==> src/rtl/bg_fetch_pkg.sv <==
// Shared types and constants for the background tile fetcher.
package bg_fetch_pkg;

    localparam int unsigned ADDR_W = 13;
    localparam int unsigned TX_W   = 5;
    localparam int unsigned FINE_W = 3;

    typedef enum logic [2:0] {
        ST_IDLE,
        ST_MAP0,
        ST_MAP1,
        ST_LO0,
        ST_LO1,
        ST_HI0,
        ST_HI1,
        ST_PUSH
    } bg_fetch_state_t;

    localparam logic [ADDR_W-1:0] MAP1_OFS         = 13'h0400;
    localparam logic [ADDR_W-1:0] TILE_SIGNED_BASE = 13'h1000;

    localparam logic PLANE_LO = 1'b0;
    localparam logic PLANE_HI = 1'b1;

    // One tile row as handed to the background shifter.
    typedef struct packed {
        logic [7:0] hi;
        logic [7:0] lo;
    } tile_row_t;

    // Row within the 256-line background, wrapping at 8 bits.
    function automatic logic [7:0] fine_y(input logic [7:0] ly, input logic [7:0] scy);
        return 8'(ly + scy);
    endfunction

endpackage

==> src/rtl/bg_tile_fetcher_if.sv <==
// VRAM fetch bus and background-shifter load port of the tile fetcher.
interface bg_tile_fetcher_if;

    logic [12:0] vram_addr;
    logic        vram_rd;
    logic [7:0]  vram_data;
    logic        pipe_empty;
    logic [7:0]  plane_lo;
    logic [7:0]  plane_hi;
    logic        load;
    logic [2:0]  discard;

    modport master (
        output vram_addr, vram_rd, plane_lo, plane_hi, load, discard,
        input  vram_data, pipe_empty
    );

    modport slave (
        input  vram_addr, vram_rd, plane_lo, plane_hi, load, discard,
        output vram_data, pipe_empty
    );

endinterface

==> src/rtl/bg_fetch_addr.sv <==
// Combinational VRAM address formation: tile-map or tile-data address.
// With BG_FETCH_WINDOW_EN the fine Y can come from the window line counter.
module bg_fetch_addr
    import bg_fetch_pkg::*;
#(
    parameter logic [ADDR_W-1:0] MAP_BASE = 13'h1800
) (
    input  logic              is_map,
    input  logic              map_hi,
    input  logic [TX_W-1:0]   tx,
    input  logic [7:0]        idx,
    input  logic [7:0]        ly,
    input  logic [7:0]        scy,
`ifdef BG_FETCH_WINDOW_EN
    input  logic              use_win,
    input  logic [7:0]        win_line,
`endif
    input  logic              tile_sel,
    input  logic              plane,
    output logic [ADDR_W-1:0] addr_c
);

    logic [7:0]        fy;
    logic [ADDR_W-1:0] map_addr;
    logic [ADDR_W-1:0] tile_base;
    logic [ADDR_W-1:0] data_addr;

    always_comb begin
        fy = fine_y(ly, scy);
`ifdef BG_FETCH_WINDOW_EN
        if (use_win) fy = win_line;
`endif
        map_addr  = MAP_BASE | (map_hi ? MAP1_OFS : '0)
                  | {3'b000, fy[7:3], 5'b00000} | {8'h00, tx};
        // Signed tile addressing: indices 0..127 live at 0x1000, 128..255 at 0x0800.
        tile_base = (!tile_sel && !idx[7]) ? TILE_SIGNED_BASE : '0;
        data_addr = tile_base | {1'b0, idx, fy[FINE_W-1:0], plane};
        addr_c    = is_map ? map_addr : data_addr;
    end

endmodule

==> src/rtl/bg_tile_fetcher.sv <==
// DMG PPU background tile fetcher: map read, two plane reads, shifter load.
// Optional window support is compiled in with BG_FETCH_WINDOW_EN.
module bg_tile_fetcher
    import bg_fetch_pkg::*;
#(
    parameter logic [ADDR_W-1:0] MAP_BASE    = 13'h1800,
    parameter int unsigned       STEP_CYCLES = 2
) (
    input  logic       clk,
    input  logic       nreset,
    input  logic       line_start,
    input  logic       line_end,
    input  logic [7:0] scx,
    input  logic [7:0] scy,
    input  logic [7:0] ly,
    input  logic       map_sel,
    input  logic       tile_sel,
`ifdef BG_FETCH_WINDOW_EN
    input  logic       win_en,
    input  logic       win_map_sel,
    input  logic       win_trigger,
    input  logic       frame_start,
`endif
    bg_tile_fetcher_if.master bus
);

    generate
        if (STEP_CYCLES != 2) begin : g_step_chk
            $error("bg_tile_fetcher: only STEP_CYCLES == 2 is implemented");
        end
    endgenerate

    bg_fetch_state_t   state, state_n;
    logic [TX_W-1:0]   tx, tx_n;
    logic [FINE_W-1:0] discard_q, discard_n;
    logic [7:0]        idx, idx_n;
    tile_row_t         row, row_n;
    logic [ADDR_W-1:0] addr_q, addr_n, addr_c;
    logic              rd_q, rd_n;
    logic              load_q, load_n;
    logic              is_map, plane, map_hi;

`ifdef BG_FETCH_WINDOW_EN
    logic       win_active, win_active_n;
    logic [7:0] win_line;
    assign map_hi = win_active_n ? win_map_sel : map_sel;
`else
    assign map_hi = map_sel;
`endif

    // State register
    always_ff @(posedge clk or negedge nreset) begin
        if (!nreset) state <= ST_IDLE;
        else         state <= state_n;
    end

    // Next state and next tile/data values; line_start beats line_end
    always_comb begin
        state_n   = state;
        tx_n      = tx;
        discard_n = discard_q;
        idx_n     = idx;
        row_n     = row;
`ifdef BG_FETCH_WINDOW_EN
        win_active_n = win_active;
`endif
        if (line_start) begin
            state_n   = ST_MAP0;
            tx_n      = scx[7:3];
            discard_n = scx[2:0];
`ifdef BG_FETCH_WINDOW_EN
            win_active_n = 1'b0;
`endif
        end
`ifdef BG_FETCH_WINDOW_EN
        else if (win_en && win_trigger) begin
            state_n      = ST_MAP0;
            tx_n         = '0;
            discard_n    = '0;
            win_active_n = 1'b1;
        end
`endif
        else if (line_end) begin
            state_n = ST_IDLE;
`ifdef BG_FETCH_WINDOW_EN
            win_active_n = 1'b0;
`endif
        end else begin
            unique case (state)
                ST_IDLE: state_n = ST_IDLE;
                ST_MAP0: state_n = ST_MAP1;
                ST_MAP1: begin
                    state_n = ST_LO0;
                    idx_n   = bus.vram_data;
                end
                ST_LO0:  state_n = ST_LO1;
                ST_LO1: begin
                    state_n  = ST_HI0;
                    row_n.lo = bus.vram_data;
                end
                ST_HI0:  state_n = ST_HI1;
                ST_HI1: begin
                    state_n  = ST_PUSH;
                    row_n.hi = bus.vram_data;
                end
                ST_PUSH: begin
                    // The load pulse is already on the wire this cycle.
                    if (load_q) begin
                        state_n = ST_MAP0;
                        tx_n    = TX_W'(tx + 1'b1);
                    end
                end
                default: state_n = ST_IDLE;
            endcase
        end
    end

    assign is_map = (state_n == ST_MAP0);
    assign plane  = (state_n == ST_HI0) ? PLANE_HI : PLANE_LO;

    bg_fetch_addr #(.MAP_BASE(MAP_BASE)) u_addr (
        .is_map   (is_map),
        .map_hi   (map_hi),
        .tx       (tx_n),
        .idx      (idx_n),
        .ly       (ly),
        .scy      (scy),
`ifdef BG_FETCH_WINDOW_EN
        .use_win  (win_active_n),
        .win_line (win_line),
`endif
        .tile_sel (tile_sel),
        .plane    (plane),
        .addr_c   (addr_c)
    );

    // Registered bus outputs decoded from the state being entered
    always_comb begin
        addr_n = addr_q;
        rd_n   = 1'b0;
        load_n = 1'b0;
        unique case (state_n)
            ST_IDLE: addr_n = '0;
            ST_MAP0, ST_LO0, ST_HI0: begin
                rd_n   = 1'b1;
                addr_n = addr_c;
            end
            ST_MAP1, ST_LO1, ST_HI1: rd_n = 1'b1;
            ST_PUSH: load_n = bus.pipe_empty;
            default: addr_n = '0;
        endcase
    end

    always_ff @(posedge clk or negedge nreset) begin
        if (!nreset) begin
            tx        <= '0;
            discard_q <= '0;
            idx       <= '0;
            row       <= '0;
            addr_q    <= '0;
            rd_q      <= 1'b0;
            load_q    <= 1'b0;
        end else begin
            tx        <= tx_n;
            discard_q <= discard_n;
            idx       <= idx_n;
            row       <= row_n;
            addr_q    <= addr_n;
            rd_q      <= rd_n;
            load_q    <= load_n;
        end
    end

`ifdef BG_FETCH_WINDOW_EN
    // Window line counter advances only on lines that showed the window
    always_ff @(posedge clk or negedge nreset) begin
        if (!nreset) begin
            win_active <= 1'b0;
            win_line   <= '0;
        end else begin
            win_active <= win_active_n;
            if (frame_start)                  win_line <= '0;
            else if (line_end && win_active)  win_line <= 8'(win_line + 1'b1);
        end
    end
`endif

    assign bus.vram_addr = addr_q;
    assign bus.vram_rd   = rd_q;
    assign bus.plane_lo  = row.lo;
    assign bus.plane_hi  = row.hi;
    assign bus.load      = load_q;
    assign bus.discard   = discard_q;

endmodule

==> src/flat_wrapper.sv <==
// flat-port wrapper written by rule: the top's interface ports become plain ports
module bg_tile_fetcher_flat import bg_fetch_pkg::*;
#(
    parameter logic [ADDR_W-1:0] MAP_BASE    = 13'h1800,
    parameter int unsigned       STEP_CYCLES = 2
)
  (clk, nreset, line_start, line_end, scx, scy, ly, map_sel, tile_sel, bus_vram_addr, bus_vram_rd, bus_plane_lo, bus_plane_hi, bus_load, bus_discard, bus_vram_data, bus_pipe_empty);
  bg_tile_fetcher_if bus_i ();
  input  logic clk;
  input  logic nreset;
  input  logic line_start;
  input  logic line_end;
  input  logic [7:0] scx;
  input  logic [7:0] scy;
  input  logic [7:0] ly;
  input  logic map_sel;
  input  logic tile_sel;
  output wire logic [$bits(bus_i.vram_addr)-1:0] bus_vram_addr;
  output wire logic [$bits(bus_i.vram_rd)-1:0] bus_vram_rd;
  output wire logic [$bits(bus_i.plane_lo)-1:0] bus_plane_lo;
  output wire logic [$bits(bus_i.plane_hi)-1:0] bus_plane_hi;
  output wire logic [$bits(bus_i.load)-1:0] bus_load;
  output wire logic [$bits(bus_i.discard)-1:0] bus_discard;
  input wire logic [$bits(bus_i.vram_data)-1:0] bus_vram_data;
  input wire logic [$bits(bus_i.pipe_empty)-1:0] bus_pipe_empty;
  assign bus_vram_addr = bus_i.vram_addr;
  assign bus_vram_rd = bus_i.vram_rd;
  assign bus_plane_lo = bus_i.plane_lo;
  assign bus_plane_hi = bus_i.plane_hi;
  assign bus_load = bus_i.load;
  assign bus_discard = bus_i.discard;
  assign bus_i.vram_data = bus_vram_data;
  assign bus_i.pipe_empty = bus_pipe_empty;
  bg_tile_fetcher #(.MAP_BASE(MAP_BASE), .STEP_CYCLES(STEP_CYCLES)) u_core (.clk(clk), .nreset(nreset), .line_start(line_start), .line_end(line_end), .scx(scx), .scy(scy), .ly(ly), .map_sel(map_sel), .tile_sel(tile_sel), .bus(bus_i));
endmodule
==> config.mk <==
export PLATFORM = sky130hd
export DESIGN_NAME = bg_tile_fetcher_flat
export DESIGN_NICKNAME = d
export VERILOG_FILES = /design/src/rtl/bg_fetch_pkg.sv /design/src/rtl/bg_tile_fetcher_if.sv /design/src/rtl/bg_fetch_addr.sv /design/src/rtl/bg_tile_fetcher.sv /design/src/flat_wrapper.sv
export SDC_FILE = /design/constraint.sdc
export NUM_CORES = 1
export LEC_CHECK = 0
export BUFFER_PORTS_ARGS = -buffer_cell sky130_fd_sc_hd__buf_4
export CAP_MARGIN = 0
export CORE_ASPECT_RATIO = 1.2
export CORE_MARGIN = 2
export CORE_UTILIZATION = 40
export CTS_BUF_LIST = sky130_fd_sc_hd__clkbuf_16
export DETAILED_ROUTE_END_ITERATION = 16
export GPL_ROUTABILITY_DRIVEN = 0
export PLACE_DENSITY = 0.71
export SYNTH_ARGS = -nofsm -noshare
export SYNTH_HDL_FRONTEND = slang
export SYNTH_SLANG_ARGS = --single-unit
==> constraint.sdc <==
create_clock -name clk -period 3.3 [get_ports clk]
set_input_delay 0.33 -clock clk [delete_from_list [all_inputs] [get_ports clk]]
set_output_delay 0.33 -clock clk [all_outputs]
set_load 0.05 [all_outputs]
==> results.md, run 1 <==
- The finished layout holds 366 standard cells, fillers aside.
- The met3 usage in global routing is 2.232%.
- The wire-length estimate of the detail-placed layout is 4039 µm.
- The synthesized net count is 260.
- After detailed routing, the average wire length per cell comes to 14.40 µm.
- The count of synthesis-stage warnings from yosys is 0.
- The max-slew violation count is 0.
- The highest fanout seen on the critical path is 10.
- Between clock sinks in the finished design, the worst skew comes to 0.007597 ns.
- Sequential elements use 50.43% of the synthesized area.
- Combinational logic burns 23.6% of the power.
- Global routing used 16.74% of the available tracks.
- The maximum cell stage delay along the critical path is 0.61 ns.
- The routed via count divided by cell count is 5.115.
- The detail route stage leaves a number of antenna-violating nets equal to 0.
- The cell at the slowest stage of the critical path is nor2b_1.
- Of the cells placed in the final design, the portion with a size suffix greater than 1 is 39.44%.
- The number of hold violations in the final report is 0.
- After the last flow step, the layout net total stands at 331.
- Counting both buffers and inverters, the worst setup path holds a total of 0.
- The number of cell rows is 31.
- The wire length after detailed routing is 5269 µm.
- In this run the post-CTS setup repair buffer count came out at 0.
- Internal power comes to 1198 µW.
- The starting density of the core is 41.27%.
- The met2 demand-to-capacity share in global routing is 27.30%.
- Entering global routing, the biggest net connects 51 pins.
- The via count of the first global-routing pass was 1,870.
- The total of flip-flops plus latches after synthesis is 50.
- The required time of the critical path is 3.47 ns.
- The kind of start point of the critical path is a flop.
- The total of hold buffers inserted after clock tree synthesis is 0.
- For this run, the detailed router's first-pass iteration total came to 4.
- TritonCTS built the clock tree.
- The transition time at the pin with the least slew margin is 0.6971 ns.
- The library cells used most frequently in the layout, excluding fill and tap cells, are 73 x buf_4, 50 x dfrtp_1, 25 x mux2_2.
- The horizontal die dimension is 75.90 µm.
- The area growth from synthesis to layout is 31.11%.
- After layout, the minimum clock period comes to 1.929 ns.
- Summed over all failing endpoints, the final setup total negative slack is 0 ns.
- Setup repair after global routing left no endpoint under its margin.
- After clock tree synthesis, the repair step resized 0 gates.
- Port buffering added 72 buffers.
- The H-tree was split into 2 levels.
- The global routing's busiest layer is met2.
- The number of clock sinks is 50.
- The switching part of the total is 29.60%.
- The later pin in the worst-skew pair is clocked with a latency of 0.29 ns.
- 0 antenna diodes ended up in the layout.
- The number of maximum-capacitance constraint violations is 0.
- The number of antenna violations at the first check in global routing is 0.
- The iteration-0 DRC count of the detailed router is 74.
- After detailed routing, the number of remaining DRC violations is 0.
- The distinct cell type count of the synthesized netlist is 45.
- From bottom edge to top edge, the die measures 90.28 µm.
- The count of filler cells inserted in the layout is 533.
- Buffers inserted during clock tree synthesis total 5.
- The post-synthesis cell area is 0.002481 mm².
- Clock-pin slew was measured on the worst setup and hold paths at 0.07 ns.
- The routing usage on met1 is 22.55%.
- Setup violations remaining at the end of the flow were counted as 0.
- Measured against its own limit, the worst slew margin works out to 53.43%.
- The kind of cell adding the most delay to the critical path is simple AND/OR/NAND/NOR gates.
- The cell sitting at the root of the clock tree is a clkbuf_16.
- The core region is 0.006012 mm².
- After technology mapping, the gate count stands at 212.
- The mean area per synthesized cell is 11.70 µm².
- Based on the critical path, the design can be clocked at up to 518.4 MHz.
- The leading cell type in the layout, fill and taps excluded is buf_4.
- The first global-routing pass estimated 8914 µm of wire.
- The clock network burns 34.7% of the power.
- The reported net switching power is 503.9 µW.
- The critical path goes through nand2_1 > nor2b_1 > mux2_2.
- During I/O placement, the number of pins put on the boundary was 73.
- Global routing finished with a remaining overflow of 0.
- Registers are responsible for 41.7% of the overall power.
- IR analysis of the VDD net gives a maximum drop of 307.9 µV.
- The die covers 0.006851 mm².
- The type of the worst min-delay path is in -> async.
- The cell total after placement is 358.
- The data arrival at the endpoint of the critical path is 2.10 ns.
- The flow ran to the end, and the final reports show no timing, DRC or antenna violations.
- The routed layout has 1,872 vias.
- The maximum buffer depth of the clock tree is 2.
- The leakage component of the power is 0.001625 µW.
- The power density of the placed cells is 523.3 mW/mm².
- The part of the cycle the worst path needs is 58.46%.
- The category of the critical setup timing path is reg -> reg.
- The type of destination of the critical path is a flop.
## area by class of cell
class | count | area [µm²] | share of cell area [%]
inverter | 6 | 22.52 | 0.6923
timing repair buffer | 73 | 548.0 | 16.85
tap | 82 | 102.6 | 3.154
multi-input combinational | 147 | 1155 | 35.50
clock inverter | 3 | 48.80 | 1.500
sequential | 50 | 1251 | 38.46
clock buffer | 5 | 125.1 | 3.846
## metal layers
metal	vias up	routed length (µm)	share of wire, %
met4	0	43	0.82
met2	52	2745	52
met1	902	2270	43
li1	916	-	-
met3	2	209	4.0
met5	-	0	0
## worst register-to-register path, cell delays in order (launching register included)
cell	delay, ns
dfrtp_1	0.56
nand2_1	0.24
nor2b_1	0.61
mux2_2	0.41
## power groups by stage
stage | Combinational [µW] | Sequential (µW) | Clock [µW]
after floorplan | 148 | 835 | 0
after global placement | 400 | 720 | 0
after detailed placement | 404 | 723 | 0
after CTS | 406 | 711 | 604
after global routing | 434 | 719 | 627
final | 401 | 710 | 591
## path summary, 6_finish.rpt
| path | from | end | slack, ns | cells after the start |
|---|---|---|---|---|
| worst min-delay path | nreset | u_core.bus.discard[0]$_DFFE_PN0P_ | 0.04 | 1 |
| max in group asynchronous | nreset | u_core.idx[4]$_DFF_PN0_ | 2.82 | 1 |
| worst max-delay path | u_core.state[1]$_DFF_PN0_ | u_core.bus.plane_hi[5]$_DFFE_PN0P_ | 1.37 | 3 |
| worst max register to register | u_core.state[1]$_DFF_PN0_ | u_core.bus.plane_hi[5]$_DFFE_PN0P_ | 1.37 | 3 |
| min in group clk | scx[0] | u_core.bus.discard[0]$_DFFE_PN0P_ | 0.27 | 2 |
| worst min register to register | u_core.bus.vram_addr[11]$_DFFE_PN0P_ | u_core.bus.vram_addr[11]$_DFFE_PN0P_ | 0.48 | 2 |
## cell usage after synthesis
master      n  area, µm²
o2bb2ai_1   1      8.760
nor3b_1     1      7.510
nor2_1      7      26.28
nor2b_1     1      6.260
mux2_4      2      30.03
nand3b_4    1      20.02
dfrtp_1    50       1251
buf_6       1      11.26
or3_1       1      6.260
o21a_1      2      15.01
nand3_1     6      30.03
ha_1        8      100.1
and3_1      2      12.51
nor4_1      2      12.51
a22o_1      3      26.28
or4_1       1      7.510
nand2_1    13      48.80
nor3_1      2      10.01
buf_4       2      15.01
inv_1       6      22.52
o22ai_1     2      12.51
a21o_1      3      22.52
a2111oi_2   1      15.01
xnor2_1    10      87.58
mux2_2     25      281.5
mux2i_1     3      30.03
buf_1       1      3.750
and2_1      1      6.260
nand3b_1    1      7.510
nor3_4      1      16.27
a31oi_1     3      18.77
xor2_1      3      26.28
a221o_1     3      30.03
clkbuf_1    2      7.510
o21ai_0    17      85.08
fa_1        1      20.02
o31ai_1     2      15.01
buf_2       3      15.01
o21ai_1     1      5.000
a21boi_0    1      7.510
nand2b_1    2      12.51
a21oi_1    10      50.05
a22oi_1     2      15.01
and4b_1     1      10.01
nand4_2     1      12.51
## cells by family (layout without fill, tap and decap cells)
group           Yosys count  after routing  share of synthesized area (%)
flops                    50             50                          50.43
compound gates           51             51                          13.16
simple gates             44             44                          10.19
xor+xnor                 13             13                          4.589
mux                      30             30                          13.77
fa+ha+maj                 9              9                          4.841
buf+inv                  15             87                          3.025
## metrics by stage
step	total power (µW)	setup WS, ns	hold slack, ns	instance area [µm²]	util, %
6_report	1702	1.371	0.04412	3253	54.11
4_1_cts	1721	1.353	0.07815	3253	54.11
2_1_floorplan	982.3	1.513	0.03441	2481	-
3_3_place_gp	1120	1.369	0.3883	3079	51.22
3_5_place_dp	1127	1.331	0.3895	3079	51.22
5_1_grt	1779	1.199	0.1085	3253	54.11
## flip-flops by register name (all words and copies together) (netlist names)
signal and flops:
u_core.bus.plane_hi 8, u_core.bus.vram_addr 13, u_core.idx 8, u_core.bus.discard 3, u_core.state 3, u_core.bus.load 1
u_core.tx 5, u_core.bus.plane_lo 8, u_core.bus.vram_rd 1
Note: power is estimated with default switching activity, not from simulation.
==> run 2: changes to the inputs <==
ABC_AREA = 1   (was not set)
clock period = 1.96 ns   (was 3.3 ns; I/O delays follow)
==> results.md, run 2 <==
- The signal on the critical path passes through inv_2 > nor2_4 > nand2_1 > nand3_2 > nand3_2 > inv_2 > nand2_1 > nand2_1 > nand2_1.
- The residual DRC count is 0 (unchanged).
- The count of synthesis-stage warnings from yosys is 0 (unchanged).
- The via count of the first global-routing pass is 2,227 (+19%).
- The post-detailed-route wirelength per cell came to 11.96 µm (-17%).
- The maximum buffer depth of the clock tree came to 2 (unchanged).
- The overall overflow remaining after global route was 0 (unchanged).
- The critical path startpoint is u_core.state[2]$_DFF_PN0_.
- The maximum cell stage delay along the critical path is 0.45 ns (-0.16 ns).
- The power share of the sequential group is 39.9% (-1.8 points).
- The clock buffer count from CTS came to 5 (unchanged).
- The synthesized instance count came to 335 (+58%).
- The routed via count divided by cell count is 4.814 (-5.9%).
- The switching part of the total is 29.21% (-0.39 points).
- The horizontal die dimension is 78.09 µm (+2.9%).
- The final worst clock skew is 0.005110 ns (-0.002487 ns).
- The logic depth of the worst register-to-register path is 9 (+6).
- The number of enable flip-flop cells after synthesis is 0 (unchanged).
- The sum of buffers and inverters on the critical path is 2 (+2).
- The antenna diode count is 0 (unchanged).
- The capturing point of the worst reg2reg path is u_core.bus.vram_addr[9]$_DFFE_PN0P_.
- The top-area cell type share of the netlist area is 47.48% (-2.9 points).
- The number of logic stages on the critical path including buffering is 9 (+6).
- TritonCTS built the clock tree.
- The max-slew violation count is 0 (unchanged).
- The tree is rooted in a clkbuf_16.
- The clock transition at the registers of the reported paths is 0.07 ns (about the same).
- The top-level I/O count is 73 (unchanged).
- The kind of cell adding the most delay to the critical path is simple AND/OR/NAND/NOR gates.
- The share of total power in the clock network is 37.4% (+2.7 points).
- The share of synthesized registers carrying an async set or reset is 100.0% (unchanged).
- The total of hold buffers inserted after clock tree synthesis is 1 (+1).
- Among all cell types in the netlist, the one instantiated most often is nand2_1.
- The reported net switching power came to 863.6 µW (+71%).
- The count of vias placed by the detailed router is 2,383 (+27%).
- The count of filler cells inserted in the layout is 608 (+14%).
- The required time of the critical path is 2.13 ns (-1.34 ns).
- dfrtp_1 takes more of the synthesized area than any other cell.
- The data arrival at the endpoint of the critical path is 1.89 ns (-0.21 ns).
- The mean area per synthesized cell is 7.866 µm² (-33%).
- The most frequent cell on the critical path is nand2_1.
- The leakage component of the power is 0.001888 µW (+16%).
- The transition time at the pin with the least slew margin is 0.6260 ns (-0.07111 ns).
- The iteration-0 DRC count of the detailed router came to 103 (+39%).
- The number of buffers inserted to repair setup after CTS is 0 (unchanged).
- The maximum number of pins on one net before global-route repair is 51 (unchanged).
- Ranked by instance count, the synthesized netlist is headed by 107 x nand2_1, 50 x dfrtp_1, 48 x inv_1.
- Ranked by total cell area, the synthesized netlist is headed by dfrtp_1 47%, nand2_1 15%, inv_1 6.8%, nand3_1 5.9%, o21ai_0 5.3%.
- The total of flip-flops plus latches after synthesis was 50 (unchanged).
- The prevailing post-synth register cell is dfrtp_1.
- The critical path in this run is classified as reg -> reg.
- The area of the die came to 0.007255 mm² (+5.9%).
- The wire length after detailed routing is 5922 µm (+12%).
- The library cell used most frequently in the layout, excluding fill and tap cells, is nand2_1.
- The minimum setup slack among reg-to-reg paths is 0.24 ns (-1.13 ns).
- The number of cell rows is 32 (+3.2%).
- The later-pin clock latency in the skew report is 0.29 ns (about the same).
- The final net count came to 457 (+38%).
- The sequential fraction of the synthesis area came to 47.48% (-2.9 points).
- The total area of multi-input combinational cells is 0.001132 mm² (-2.0%).
- The flow ran to the end, and the final reports show no timing, DRC or antenna violations.
- The half-perimeter wire length after placement came to 4443 µm (+10%).
- The kind of start point of the critical path is a flop.
- The type of destination of the critical path is a flop.
- The number of clock sinks is 50 (unchanged).
- The critical path endpoint is u_core.bus.vram_addr[9]$_DFFE_PN0P_.
- The overall global routing resource usage is 17.19% (+0.45 points).
- The number of maximum-capacitance constraint violations is 0 (unchanged).
- The y dimension of the die came to 92.91 µm (+2.9%).
- The internal power consumption was 2092 µW (+75%).
- The aggregate negative setup slack came to 0 ns (unchanged).
- The synthesized net count came to 383 (+47%).
- The min-delay analysis places its worst path in the category in -> reg.
- The number of hold violations in the final report came to 0 (unchanged).
- The power density of the placed cells is 857.2 mW/mm² (+64%).
- Compared with the post-synthesis result, the final layout area differs by 30.86%.
- The fraction of layout instances using a drive strength above 1 is 24.88% (-15 points).
- The count of buffers inserted at the top-level ports is 72 (unchanged).
- The wire length of the first global-routing pass came to 10,090 µm (+13%).
- The top cell types in the final layout, fill and taps aside, are 107 x nand2_1, 74 x buf_4, 50 x dfrtp_1.
- The worst slew margin relative to its limit is 58.27% (+4.8 points).
- The number of antenna-violating nets in the routed design is 0 (unchanged).
- The highest fanout seen on the critical path is 12 (+2).
- The clock period minus worst slack was 1.718 ns (-0.2106 ns).
- The peak ir drop on the vdd network is 401.1 µV (+30%).
- The number of antenna violations at the first check in global routing is 0 (unchanged).
- The starting density of the core is 41.13% (-0.14 points).
- The number of gates resized after CTS is 0 (unchanged).
- The distinct cell type count of the synthesized netlist was 27 (-40%).
- The core region area is 0.006406 mm² (+6.6%).
- Setup repair after global routing left no endpoint under its margin.
- The proportion of power drawn by combinational gates is 22.6% (-1.0 points).
- The area occupied by registers is 0.001251 mm² (unchanged).
- The length of the first detailed-routing pass in iterations is 4 (unchanged).
- In this run the critical register-to-register path is launched from u_core.state[2]$_DFF_PN0_.
- The deepest level of the CTS H-tree was 2 (unchanged).
- The post-synthesis cell area came to 0.002635 mm² (+6.2%).
- The fraction of the core area covered by cells at the end of the flow is 53.83% (-0.28 points).
- The number of setup violations in the final report was 0 (unchanged).
- The highest attainable clock frequency is 581.9 MHz (+12%).
- The part of the cycle the worst path needs is 87.68% (+29 points).
- The cell at the slowest stage of the critical path is dfrtp_1.
- The flip-flop count of the largest register, all copies and words added is 13 (unchanged).
-- run 2: routing by layer --
metal / part of all wire (%) / vias to the layer above / wire, µm / track usage (%)
met5: 0 / - / 0 / 0
met1: 43 / 1102 / 2520 / 21.17
met4: 1.8 / 0 / 107 / 5.994
li1: - / 1207 / - / -
met2: 50 / 66 / 2971 / 29.81
met3: 5.5 / 8 / 323 / 3.509
-- run 2: stage by stage --
stage / area (µm²) / cells / setup slack [ns] / hold slack (ns) / power, µW
after floorplan: 2635 / 335 / 0.4151 / -0.09959 / 1631
after global placement: 3244 / 486 / 0.3658 / 0.2593 / 1857
after detailed placement: 3244 / 486 / 0.3056 / 0.2638 / 1869
after CTS: 3448 / 495 / 0.2744 / 0.1025 / 2983
after global routing: 3448 / 495 / 0.1279 / 0.1163 / 3118
final: 3448 / 495 / 0.2415 / 0.1028 / 2956
-- run 2: power groups by stage --
stage	Clock, µW	Sequential, µW	Combinational (µW)
final	1110	1180	669
after global placement	0	1200	659
after floorplan	0	1370	262
after detailed placement	0	1200	670
after CTS	1130	1180	677
after global routing	1180	1190	744
-- run 2: worst min-delay path by stage --
stage,cells past startpoint,from,slack (ns),end
floorplan,0,nreset,-0.1,u_core.bus.discard[0]$_DFFE_PN0P_
detailed placement,1,nreset,0.26,u_core.tx[4]$_DFF_PN0_
global route,3,scx[2],0.12,u_core.bus.discard[2]$_DFFE_PN0P_
finish,3,scx[1],0.10,u_core.bus.discard[1]$_DFFE_PN0P_
global placement,1,nreset,0.26,u_core.tx[2]$_DFF_PN0_
CTS,3,scx[1],0.10,u_core.bus.discard[1]$_DFFE_PN0P_
-- run 2: layout make-up --
cell class	count	area share [%]
Clock buffer	5	3.628
Tap cell	85	3.084
Timing Repair Buffer	75	16.40
Clock inverter	3	1.996
Multi-Input combinational cell	224	32.84
Sequential cell	50	36.28
Inverter	53	5.769
-- run 2: kinds of logic after synthesis --
group | count (synthesis) | share of synthesized area [%]
compound gates | 47 | 9.307
buf+inv | 61 | 9.544
flops | 50 | 47.48
fa+ha+maj | 9 | 4.559
simple gates | 164 | 27.78
xor+xnor | 4 | 1.329
-- run 2: tightest hold or removal path, delay by kind of cell --
kind / cells / cell delay (ns)
simple gates: 2 / 0.09
buf+inv: 1 / 0.07
==> run 3: changes to the inputs <==
PLACE_DENSITY = 0.73   (was 0.71)
clock period = 1.5 ns   (was 1.96 ns; I/O delays follow)
==> results.md, run 3 (synthesis gave the netlist of run 2 again) <==
- The run finished with clean final reports.
- The cell total after placement came to 496 (+2.1%).
- The deepest level of the CTS H-tree is 2 (unchanged).
- The clock buffer count from CTS is 5 (unchanged).
- The part of the cycle the worst path needs is 99.34% (+12 points).
- The maximum buffer depth of the clock tree is 2 (unchanged).
- The kind of start point of the critical path is a flop.
- The number of cell rows was 32 (unchanged).
- Leaving out fill and tap cells, the most frequent cell in the layout is nand2_1.
- The overall overflow remaining after global route came to 0 (unchanged).
- The length of the first detailed-routing pass in iterations came to 4 (unchanged).
- The routed via count divided by cell count is 4.680 (-2.8%).
- The via count of the first global-routing pass was 2,278 (+2.3%).
- The maximum number of pins on one net before global-route repair came to 51 (unchanged).
- The number of antenna violations at the first check in global routing is 0 (unchanged).
- Setup repair after global routing could not meet its margin everywhere.
- The later-pin clock latency in the skew report is 0.29 ns (about the same).
- The count of vias placed by the detailed router was 2,387 (+0.17%).
- The count of buffers inserted at the top-level ports came to 72 (unchanged).
- The final worst clock skew is 0.003299 ns (-0.001811 ns).
- The highest attainable clock frequency is 671.1 MHz (+15%).
- The core region area was 0.006406 mm² (unchanged).
- The count of filler cells inserted in the layout is 594 (-2.3%).
- The fraction of layout instances using a drive strength above 1 came to 29.41% (+4.5 points).
- The number of antenna-violating nets in the routed design is 0 (unchanged).
- The transition time at the pin with the least slew margin was 0.6391 ns (+0.01314 ns).
- The iteration-0 DRC count of the detailed router came to 98 (-4.9%).
- The max-slew violation count is 0 (unchanged).
- The half-perimeter wire length after placement is 4526 µm (+1.9%).
- The final net count is 472 (+3.3%).
- The wire length of the first global-routing pass is 10,300 µm (+2.1%).
- The aggregate negative setup slack is 0 ns (unchanged).
- The clock transition at the registers of the reported paths came to 0.07 ns (about the same).
- The area of the die came to 0.007255 mm² (unchanged).
- On the critical path, the stage with the largest delay is an instance of dfrtp_2.
- Relative to the synthesized area, the layout overhead comes to 36.23%.
- The number of hold violations in the final report is 0 (unchanged).
- The top-level I/O count is 73 (unchanged).
- TritonCTS built the clock tree.
- The type of destination of the critical path is a flop.
- The leakage component of the power came to 0.001949 µW (+3.3%).
- The horizontal die dimension is 78.09 µm (unchanged).
- The number of clock sinks was 50 (unchanged).
- The worst-case hold slack is 0.06184 ns (-0.04100 ns).
- The number of maximum-capacitance constraint violations was 0 (unchanged).
- The highest fanout seen on the critical path is 10 (-2).
- The antenna diode count is 0 (unchanged).
- The flip-flop count of the largest register, all copies and words added is 13 (unchanged).
- The maximum cell stage delay along the critical path was 0.46 ns (about the same).
- The wire length after detailed routing is 6060 µm (+2.3%).
- The residual DRC count is 0 (unchanged).
- The peak ir drop on the vdd network is 657.2 µV (+64%).
- In the layout the commonest cells are 107 x nand2_1, 88 x buf_4, 48 x inv_1.
- The worst slew margin relative to its limit came to 57.39% (-0.88 points).
- The data arrival at the endpoint of the critical path came to 1.72 ns (-0.17 ns).
- The clock period minus worst slack is 1.490 ns (-0.2284 ns).
- The overall global routing resource usage came to 17.61% (+0.42 points).
- The power density of the placed cells is 997.7 mW/mm² (+16%).
- The post-detailed-route wirelength per cell is 11.88 µm (-0.68%).
- The worst setup path is of the reg -> reg kind.
- Walking the worst path, the cells encountered are nor2_4 > nand3_2 > buf_4 > nand2_1 > inv_2 > o21ai_0 > nand2_1 > nand2_1.
- The root buffer cell chosen for the clock tree is clkbuf_16.
- The y dimension of the die is 92.91 µm (unchanged).
- The required time of the critical path is 1.73 ns (-0.40 ns).
- The final standard cell count with taps included and fillers excluded is 510 (+3.0%).
- The type of the worst min-delay path is in -> reg.
- The number of setup violations in the final report was 0 (unchanged).
- The most frequent cell on the critical path is nand2_1.
- The starting density of the core is 41.13% (unchanged).
run 3: cell type report:
cell class,count,area [µm²],share of cell area [%]
well taps,85,106.4,2.963
repair buffers,90,690.7,19.24
multi-input cells,224,1191,33.18
clock inverters,3,20.02,0.5577
flip-flops and latches,50,1255,34.96
clock buffers,5,125.1,3.486
inverters,53,201.4,5.612
run 3: path summary, 6_finish.rpt:
path                                                   startpoint                                  end  slack (ns)  depth (start not counted)
worst max-delay path                    u_core.state[0]$_DFF_PN0_  u_core.bus.vram_addr[8]$_DFFE_PN0P_        0.01                          8
worst min register to register  u_core.bus.discard[1]$_DFFE_PN0P_    u_core.bus.discard[1]$_DFFE_PN0P_        0.47                          2
min in group asynchronous                                  nreset         u_core.bus.vram_rd$_DFF_PN0_        0.42                          2
worst min-delay path                                       scx[2]    u_core.bus.discard[2]$_DFFE_PN0P_        0.06                          3
max in group asynchronous                                  nreset            u_core.state[0]$_DFF_PN0_        0.62                          2
worst max register to register          u_core.state[0]$_DFF_PN0_  u_core.bus.vram_addr[8]$_DFFE_PN0P_        0.01                          8
run 3: per-stage QoR:
stage	worst slack, ns	util [%]	area (µm²)	total power, µW
2_1_floorplan	0.1123	-	2636	2131
3_3_place_gp	-0.002113	51.84	3321	2432
3_5_place_dp	-0.06165	51.84	3321	2455
4_1_cts	0.01226	55.00	3523	3578
5_1_grt	-0.04591	56.04	3590	3783
6_report	0.009913	56.04	3590	3581
run 3: critical path: cells and delay by family, from the launching register on:
kind,cells,cell delay [ns]
AO/OA/AOI/OAI,1,0.21
AND/OR/NAND/NOR,5,0.50
buffers and inverters,2,0.26
flip-flops,1,0.46
run 3: report_power, final:
| part | internal, µW | switching (µW) | total (µW) |
|---|---|---|---|
| Sequential | 1470 | 70.9 | 1550 |
| Combinational | 333 | 587 | 920 |
| Clock | 618 | 497 | 1120 |
| Total | 2430 | 1160 | 3580 |
run 3: timing repair:
item / in CTS / in global routing
hold buffers: 1 / 0
setup endpoints to repair: 13 / 14
pin swaps: 2 / 2
cloned: 0 / 0
gates resized for setup: 9 / 13
setup buffers: 3 / 2
endpoints found under the hold margin: 50 / 0
run 3: metal layers:
| layer | global-route usage [%] | vias up | share of wire (%) |
|---|---|---|---|
| met1 | 22.25 | 1092 | 44 |
| met2 | 30.39 | 53 | 51 |
| li1 | - | 1237 | - |
| met4 | 5.848 | 0 | 1.3 |
| met3 | 3.119 | 5 | 3.6 |
| met5 | 0 | - | 0 |
